### config.mk
export PLATFORM = sky130hd
export DESIGN_NAME = jk_drive_seq_flat
export DESIGN_NICKNAME = d
export VERILOG_FILES = /design/src/rtl/jk_drive_seq_pkg.sv /design/src/rtl/jk_drive_seq_if.sv /design/src/rtl/jk_drive_seq_excite.sv /design/src/rtl/jk_drive_seq.sv /design/src/flat_wrapper.sv
export SDC_FILE = /design/constraint.sdc
export NUM_CORES = 1
export LEC_CHECK = 0
export CORE_UTILIZATION = 50
export CTS_BUF_LIST = sky130_fd_sc_hd__clkbuf_4 sky130_fd_sc_hd__clkbuf_8 sky130_fd_sc_hd__clkbuf_16
export CTS_CLUSTER_SIZE = 25
export DETAILED_ROUTE_END_ITERATION = 16
export PLACE_DENSITY = 0.79
export RECOVER_POWER = 50
export SETUP_SLACK_MARGIN = 0.02
export SYNTH_ARGS = -nofsm -noshare
export SYNTH_HDL_FRONTEND = slang
export SYNTH_SLANG_ARGS = --single-unit
### constraint.sdc
create_clock -name clk -period 2.3 [get_ports clk]
set_clock_uncertainty 0.2 [all_clocks]
set_input_delay 0.345 -clock clk [delete_from_list [all_inputs] [get_ports clk]]
set_output_delay 0.345 -clock clk [all_outputs]
set_load 0.01 [all_outputs]
### src/rtl/jk_drive_seq_pkg.sv
`default_nettype none
// +----------------------------------------------------------------------+
// | jk_drive_pkg : shared command opcodes and FSM states for jk_drive_seq |
// | Rev 1.0                                                               |
// +----------------------------------------------------------------------+
package jk_drive_pkg;

   typedef enum logic [1:0] {
      OP_LOAD   = 2'd0,
      OP_INC    = 2'd1,
      OP_DEC    = 2'd2,
      OP_TOGGLE = 2'd3
   } op_e;

   typedef enum logic [1:0] {
      ST_IDLE  = 2'd0,
      ST_DRIVE = 2'd1,
      ST_CHECK = 2'd2
   } state_e;

endpackage
`default_nettype wire

### src/rtl/jk_drive_seq_if.sv
`default_nettype none
// +----------------------------------------------------------------------+
// | jk_drive_seq_if : command handshake plus J/K bank bus                 |
// | Rev 1.0                                                               |
// +----------------------------------------------------------------------+
interface jk_drive_seq_if
   import jk_drive_pkg::*;
#(
   parameter int WIDTH = 4
);
   logic             cmd_valid;
   logic             cmd_ready;
   op_e              cmd_op;
   logic [WIDTH-1:0] cmd_data;
   logic [WIDTH-1:0] q_fb;
   logic [WIDTH-1:0] din_j;
   logic [WIDTH-1:0] din_k;

   // master is the command source together with the JK bank it fronts
   modport master (
      output cmd_valid, cmd_op, cmd_data, q_fb,
      input  cmd_ready, din_j, din_k
   );

   modport slave (
      input  cmd_valid, cmd_op, cmd_data, q_fb,
      output cmd_ready, din_j, din_k
   );
endinterface
`default_nettype wire

### src/rtl/jk_drive_seq_excite.sv
`default_nettype none
// +----------------------------------------------------------------------+
// | jk_excite : 1-bit JK excitation, current/next state -> J/K            |
// | Rev 1.0                                                               |
// +----------------------------------------------------------------------+
module jk_excite (
   input  wire  i_cur,
   input  wire  i_nxt,
   output logic o_j,
   output logic o_k
);
   // Hold-style excitation only; J=K=1 is never emitted
   always_comb begin
      o_j = 1'b0;
      o_k = 1'b0;
      case ({i_cur, i_nxt})
         2'b01:   o_j = 1'b1;
         2'b10:   o_k = 1'b1;
         default: begin
            o_j = 1'b0;
            o_k = 1'b0;
         end
      endcase
   end
endmodule
`default_nettype wire

### src/rtl/jk_drive_seq.sv
`default_nettype none
// +----------------------------------------------------------------------+
// | jk_drive_seq : command-driven J/K excitation with landing check       |
// | Rev 1.0                                                               |
// +----------------------------------------------------------------------+
module jk_drive_seq
   import jk_drive_pkg::*;
#(
   parameter int WIDTH = 4,
   parameter int ERRW  = 8
) (
   input  wire              clk,
   input  wire              n_rst,
   jk_drive_seq_if.slave    bus,
   output logic             busy,
   output logic             err,
   output logic [ERRW-1:0]  err_cnt
);

   state_e           r_state;
   state_e           w_state_nxt;
   logic [WIDTH-1:0] r_exp;
   logic [WIDTH-1:0] r_din_j;
   logic [WIDTH-1:0] r_din_k;
   logic             r_err;
   logic [ERRW-1:0]  r_err_cnt;

   logic             w_accept;
   logic             w_mismatch;
   logic [WIDTH-1:0] w_exp;
   logic [WIDTH-1:0] w_jx;
   logic [WIDTH-1:0] w_kx;
   logic [WIDTH-1:0] w_j;
   logic [WIDTH-1:0] w_k;

   assign bus.cmd_ready = (r_state == ST_IDLE);
   assign busy          = (r_state != ST_IDLE);
   assign w_accept      = bus.cmd_valid && (r_state == ST_IDLE);
   assign w_mismatch    = (r_state == ST_CHECK) && (bus.q_fb != r_exp);

   always_comb begin
      w_exp = bus.cmd_data;
      case (bus.cmd_op)
         OP_LOAD:   w_exp = bus.cmd_data;
         OP_INC:    w_exp = bus.q_fb + WIDTH'(1);
         OP_DEC:    w_exp = bus.q_fb - WIDTH'(1);
         OP_TOGGLE: w_exp = bus.q_fb ^ bus.cmd_data;
         default:   w_exp = bus.cmd_data;
      endcase
   end

   for (genvar gi = 0; gi < WIDTH; gi++) begin : g_bit
      jk_excite u_excite (
         .i_cur (bus.q_fb[gi]),
         .i_nxt (w_exp[gi]),
         .o_j   (w_jx[gi]),
         .o_k   (w_kx[gi])
      );
   end

   // TOGGLE drives the raw mask on both J and K so masked bits flip in place
   assign w_j = (bus.cmd_op == OP_TOGGLE) ? bus.cmd_data : w_jx;
   assign w_k = (bus.cmd_op == OP_TOGGLE) ? bus.cmd_data : w_kx;

   always_ff @(posedge clk or negedge n_rst) begin
      if (!n_rst) begin
         r_state <= ST_IDLE;
      end else begin
         r_state <= w_state_nxt;
      end
   end

   always_comb begin
      w_state_nxt = r_state;
      case (r_state)
         ST_IDLE:  if (w_accept) w_state_nxt = ST_DRIVE;
         ST_DRIVE: w_state_nxt = ST_CHECK;
         ST_CHECK: w_state_nxt = ST_IDLE;
         default:  w_state_nxt = ST_IDLE;
      endcase
   end

   // J/K are only non-zero for the single DRIVE cycle following accept
   always_ff @(posedge clk or negedge n_rst) begin
      if (!n_rst) begin
         r_exp     <= '0;
         r_din_j   <= '0;
         r_din_k   <= '0;
         r_err     <= 1'b0;
         r_err_cnt <= '0;
      end else begin
         r_err <= w_mismatch;
         if (w_accept) begin
            r_exp   <= w_exp;
            r_din_j <= w_j;
            r_din_k <= w_k;
         end else begin
            r_din_j <= '0;
            r_din_k <= '0;
         end
         if (w_mismatch && (r_err_cnt != {ERRW{1'b1}})) begin
            r_err_cnt <= r_err_cnt + ERRW'(1);
         end
      end
   end

   assign bus.din_j = r_din_j;
   assign bus.din_k = r_din_k;
   assign err       = r_err;
   assign err_cnt   = r_err_cnt;

endmodule
`default_nettype wire
### src/flat_wrapper.sv
// flat-port wrapper written by rule: the top's interface ports become plain ports
module jk_drive_seq_flat import jk_drive_pkg::*;
#(
   parameter int WIDTH = 4,
   parameter int ERRW  = 8
)
  (clk, n_rst, busy, err, err_cnt, bus_cmd_valid, bus_cmd_op, bus_cmd_data, bus_q_fb, bus_cmd_ready, bus_din_j, bus_din_k);
  jk_drive_seq_if #(.WIDTH(WIDTH)) bus_i ();
  input  wire clk;
  input  wire n_rst;
  output logic busy;
  output logic err;
  output logic [ERRW-1:0] err_cnt;
  input wire logic [$bits(bus_i.cmd_valid)-1:0] bus_cmd_valid;
  input wire logic [$bits(bus_i.cmd_op)-1:0] bus_cmd_op;
  input wire logic [$bits(bus_i.cmd_data)-1:0] bus_cmd_data;
  input wire logic [$bits(bus_i.q_fb)-1:0] bus_q_fb;
  output wire logic [$bits(bus_i.cmd_ready)-1:0] bus_cmd_ready;
  output wire logic [$bits(bus_i.din_j)-1:0] bus_din_j;
  output wire logic [$bits(bus_i.din_k)-1:0] bus_din_k;
  assign bus_i.cmd_valid = bus_cmd_valid;
  assign bus_i.cmd_op = bus_cmd_op;
  assign bus_i.cmd_data = bus_cmd_data;
  assign bus_i.q_fb = bus_q_fb;
  assign bus_cmd_ready = bus_i.cmd_ready;
  assign bus_din_j = bus_i.din_j;
  assign bus_din_k = bus_i.din_k;
  jk_drive_seq #(.WIDTH(WIDTH), .ERRW(ERRW)) u_core (.clk(clk), .n_rst(n_rst), .bus(bus_i), .busy(busy), .err(err), .err_cnt(err_cnt));
endmodule
# Word level (Yosys, flattened, before mapping)

Index checks and enable logic that the tools add are counted.

Register bits: 23
Latch bits: 0
Memory bits (writable): 0
Memory bits (read-only): 0
Bits of input ports: 13
Output and inout bits: 19
Word-level logic and storage cells: 47
Memories: 0

Add/subtract/negate cells: 3
$mul: 0
Divide/modulo/power cells: 0
Magnitude comparators: 0
Eq/ne operators: 16
Shift-type cells: 0
Muxes and demuxes: 15
Bitwise logic cells: 1
Reductions and logical operators: 6

Operator list:

| operator                                                               | count |
|---|---|
| 4-bit two-way mux                                                      | 4 |
| 4-bit one-hot mux with 4 select lines                                  | 1 |
| 2-bit equality test (second input constant)                            | 7 |
| 2-bit by 1-bit equality test with 1-bit output (second input constant) | 6 |
| 8-bit by 1-bit adder with 8-bit output (second input constant)         | 1 |
| 1-bit two-way mux                                                      | 8 |
| 8-bit != test (second input constant)                                  | 1 |
| 4-bit by 1-bit adder with 4-bit output (second input constant)         | 1 |
| 2-bit zero test                                                        | 2 |
| 4-bit != test                                                          | 1 |
| 2-bit one-hot mux with 2 select lines                                  | 1 |
| 4-bit by 1-bit subtractor with 4-bit output (second input constant)    | 1 |
| 4-bit bitwise XOR                                                      | 1 |
| 1-bit logical AND                                                      | 3 |
| 2-bit two-way mux                                                      | 1 |
| 2-bit by 1-bit != test with 1-bit output (second input constant)       | 1 |
| 2-bit nonzero test                                                     | 1 |

# Depth between registers and ports, before layout

Word-level depth: 6
Depth in mapped cells: 9
Gate-level depth less buffers: 8

# By module

Synthesis repeated with hierarchy kept, for this count alone.

Cells, all modules: 138
Area, all modules: 1,332.5 um^2

Modules (own cells, without submodules):

| module       | times used | cells an instance | area an instance (um^2) | seq. area each (um^2) |
|---|---|---|---|---|
| jk_drive_seq | 1          | 130               | 1,272.5                 | 575.6 |
| jk_excite    | 4          | 2                 | 15.0                    | 0.0 |

# Least setup slack after synthesis

OpenSTA, ideal clock, no wires.

Kind: input to register
Start point: input bus_cmd_op[0]
End point: register u_core.r_exp[3]
Setup time: 0.140 ns
Arrival: 1.681 ns
Required time: 1.960 ns
Slack: 0.279 ns
Stages on the path: 7
Buffers on the path: 1
Cell sequence: inv_1 ha_1 clkbuf_1 nor4b_1 nor3_1 a2111oi_0 a31oi_1

Cells in the longest elaborated chain, start to end: 2
Elaborated cells between the ends (all ways): 5
Those cells by class: eq/ne: 3; mux: 1; reduce/logical: 1

Ends and longest elaborated chain:

| element                                           | line               | text |
|---|---|---|
| from (decl)                                       | flat_wrapper.sv:15 | `input wire logic [$bits(bus_i.cmd_op)-1:0] bus_cmd_op;` |
| 2-bit equality test, or another cell as far along | jk_drive_seq.sv:43 | `case (bus.cmd_op)` |
| 4-bit one-hot mux with 4 select lines (*)         | jk_drive_seq.sv:43 |  |
| to (signal assigned)                              | jk_drive_seq.sv:94 | `r_exp <= w_exp;` |
| to (decl)                                         | jk_drive_seq.sv:22 | `logic [WIDTH-1:0] r_exp;` |

Mark *: on every way between the ends. The rest lies on a longest branch, timed or not.
A chain may end at the register's enable or synchronous reset.

# Worst setup path in the final report

Start point: input bus_cmd_op[1]
End point: register u_core.r_exp[3]

The elaborated chain is that of the path after synthesis.

==> flow_summary.ini <==
[status]
status = finished clean

[synthesis]
synthFlopType = dfrtp_1
avgSynthCellArea_sq_um = 9.60
synth_area_leader_cell = dfrtp_1
synthMostInstantiatedCell = dfrtp_1
postSynthCellCount = 149
synth_top_area_share_pct = 40.2
synth_area_leaders = dfrtp_1 40%, xor2_1 8.0%, ha_1 5.2%
synth_edf_count = 0
syn-cell-area_sq_um = 1430
syn-num-nets = 168
ys_top_cells_by_count = 23 x dfrtp_1, 13 x xor2_1, 10 x a21oi_1, 10 x nand2_1
ys_types = 47
seq_area_frac_synth_pct = 40.2
synthArstFlopShare_pct = 100
yosysWarnings = 0
ys_ff_latch = 23

[placed_design]
dpl.cell_count = 228
dpl.hpwl_mm = 2.69
globalplace.congestion = 0.892
port_buffers = 31

[finish]
num_antenna_cells = 0
final_core_util_pct = 71.7
layout.cells.non_filler = 232
fillers = 208
area_growth_pct = 37.0
drive_gt1_share_pct = 17.4
nets = 221

[setup_path]
reg2reg_to = u_core.err_cnt[1]
critPathSlowestCell = clkdlybuf4s50_1
setup.worst_path.start_class = input port
crit_fanout = 4
crit_required_ns = 2.30
r2r_slack_ns = 0.44
crit_path_cell_trace = clkdlybuf4s50_1 -> ha_1 -> nor4b_1 -> buf_4 -> nor3_1 -> a2111oi_0 -> a31oi_1
reg2regPathDepth = 6
cpPeakStageDelay_ns = 0.53
cp_top_family = buffers and inverters
critical_path_buf_inv_count = 2
r2r_start = u_core.err_cnt[0]
endpoint_kind = flop
critPathArrivalTime_ns = 2.09
critPathKind = in -> reg

[clock_tree]
root_buffer = clkbuf_4
hold_buffers = 0
cts_tree = done
clk-insertion-delay-late_ns = 0.31
cts_buffers = 3
cts_sinks = 23
path_clk_slew_ns = 0.13
post_cts_resize_count = 0
clockBufferDepth = 2
post_cts_buffers = 0
htreeDepth = 1

[floorplanning]
core_area_sq_um = 2730
die_x_um = 55.5
die-area_sq_um = 3080
fp.dieH_um = 55.5
start_util_pct = 52.3
io_pins = 32
rows = 19

[sta]
worst_pin_slew_ns = 1.26
rsz0062_at_grt = no
slew_violations = 0
max_freq_ghz = 0.477
min_period_ns = 2.10
timing.final.crit_share_pct = 91.2
fin_setup_tns_ns = 0
finalHoldViolCount = 0
max_slew_margin_pct = 16.1
finalSetupViolations = 0

[detailed_routing]
num_vias = 1310
postRouteAntennaNets = 0
dr.pass1.iters = 4
wl_per_cell_um = 14.7
route.detailed.drc = 0
initialDrtViolationCount = 31
routed_wl_mm = 3.42
via_per_inst = 5.65

[global_route]
antenna_found_initial = 0
grt.overflow.total = 0
grt_pass1_wl_mm = 5.83
grt_pass1_vias = 1307
track_usage_pct = 23.7
grt_max_degree = 24

[power_and_ir_drop]
p_switching_uw = 437
p_leak_uw = 0.000911
pwr-share-seq_pct = 45.3
internal-power_uw = 815
p_sw_share_pct = 34.9
worst_ir_drop_vdd_mv = 0.612
power_density_nw_per_um2 = 639
p_clk_share_pct = 15.5
pwr-share-comb_pct = 39.2

[hold_path]
holdCritPathClass = reg -> reg
hold_path_startpoint = u_core.r_state[1]
hold_path_end = u_core.r_state[1]
holdPathStages = 1

[flow_run]
timing.max_cap.violations = 0
## power groups by stage
stage | registers (uW) | logic [uW] | clock network [uW]
global placement | 564 | 478 | 0
detailed placement | 573 | 497 | 0
finish | 567 | 492 | 194
floorplan | 584 | 224 | 0
global route | 577 | 531 | 216
CTS | 565 | 501 | 203
## flip-flops by register name (all words and copies together), names as in the netlist
name and flops:
u_core.r_state 2, u_core.err 1, u_core.r_exp 4, u_core.bus.din_j 4
u_core.err_cnt 8, u_core.bus.din_k 4
## layout make-up
type                    instances  area (sq um)  share of cell area (%)
clock buffers                   3          22.5                    1.15
clock inverters                 1          5.00                   0.255
inverters                       8          30.0                    1.53
multi-input cells             108           778                    39.7
flip-flops and latches         23           576                    29.4
well taps                      31          38.8                    1.98
repair buffers                 58           509                    26.0
## worst reg2reg max path, stage by stage (launching register included)
cell     delay, ns
dfrtp_1       0.46
ha_1          0.20
nand3_1       0.15
nor3_1        0.22
buf_4         0.18
nor2_2        0.06
mux2_4        0.29
## routing by layer
layer	track usage, %	part of all wire, %
met4	5.71	0.79
met3	2.81	4.3
met2	42.0	52
met5	0	0
met1	30.9	43
## kinds of logic after synthesis
logic type,synth area share [%]
muxes,3.32
DFF,40.2
adders and majority gates,5.25
buffers and inverters,5.34
AOI/OAI and AO/OA,18.3
xor gates and xnor gates,8.57
and+or+nand+nor,19.0
## stage by stage
| stage | area [sq um] | setup WS [ns] | hold WS (ns) | power [uW] |
|---|---|---|---|---|
| finish | 1960 | 0.203 | 0.279 | 1250 |
| global route | 1960 | 0.102 | 0.302 | 1320 |
| CTS | 1960 | 0.217 | 0.170 | 1270 |
| detailed placement | 1940 | -0.131 | 0.262 | 1070 |
| global placement | 1940 | -0.0995 | 0.234 | 1040 |
| floorplan | 1430 | 0.279 | -0.151 | 808 |
## worst max-delay path by stage
stage | from | end | slack, ns | depth (start not counted)
final | bus_cmd_op[1] | u_core.r_exp[3] | 0.20 | 7
after global routing | bus_cmd_op[0] | u_core.bus.din_j[1] | 0.10 | 8
after CTS | bus_cmd_op[0] | u_core.bus.din_k[2] | 0.22 | 9
after detailed placement | bus_cmd_op[0] | u_core.bus.din_k[2] | -0.13 | 9
after global placement | bus_cmd_op[1] | u_core.r_exp[3] | -0.1 | 7
after floorplan | bus_cmd_op[0] | u_core.r_exp[3] | 0.28 | 7
## cell usage in the layout (no fill, tap or decap), types with 2 or more instances in the layout
cell type / Yosys / final
buf_4: 0 / 26
clkdlybuf4s50_1: 0 / 23
dfrtp_1: 23 / 23
xor2_1: 13 / 13
nand2_1: 10 / 10
a21oi_1: 10 / 10
dlygate4sd3_1: 0 / 8
inv_1: 7 / 7
nor2_1: 7 / 7
nor3_1: 6 / 6
ha_1: 6 / 6
nor2b_1: 5 / 5
nand3_1: 5 / 5
nand3b_1: 4 / 4
o21ai_0: 4 / 4
clkbuf_4: 0 / 3
a2111oi_0: 2 / 2
o21a_1: 2 / 2
nand4_1: 2 / 2
a21o_1: 2 / 2
nor3b_1: 2 / 2
mux2_2: 2 / 2
a311o_1: 2 / 2
o41ai_1: 2 / 2
No activity file was read; power rests on OpenSTA's default activity.
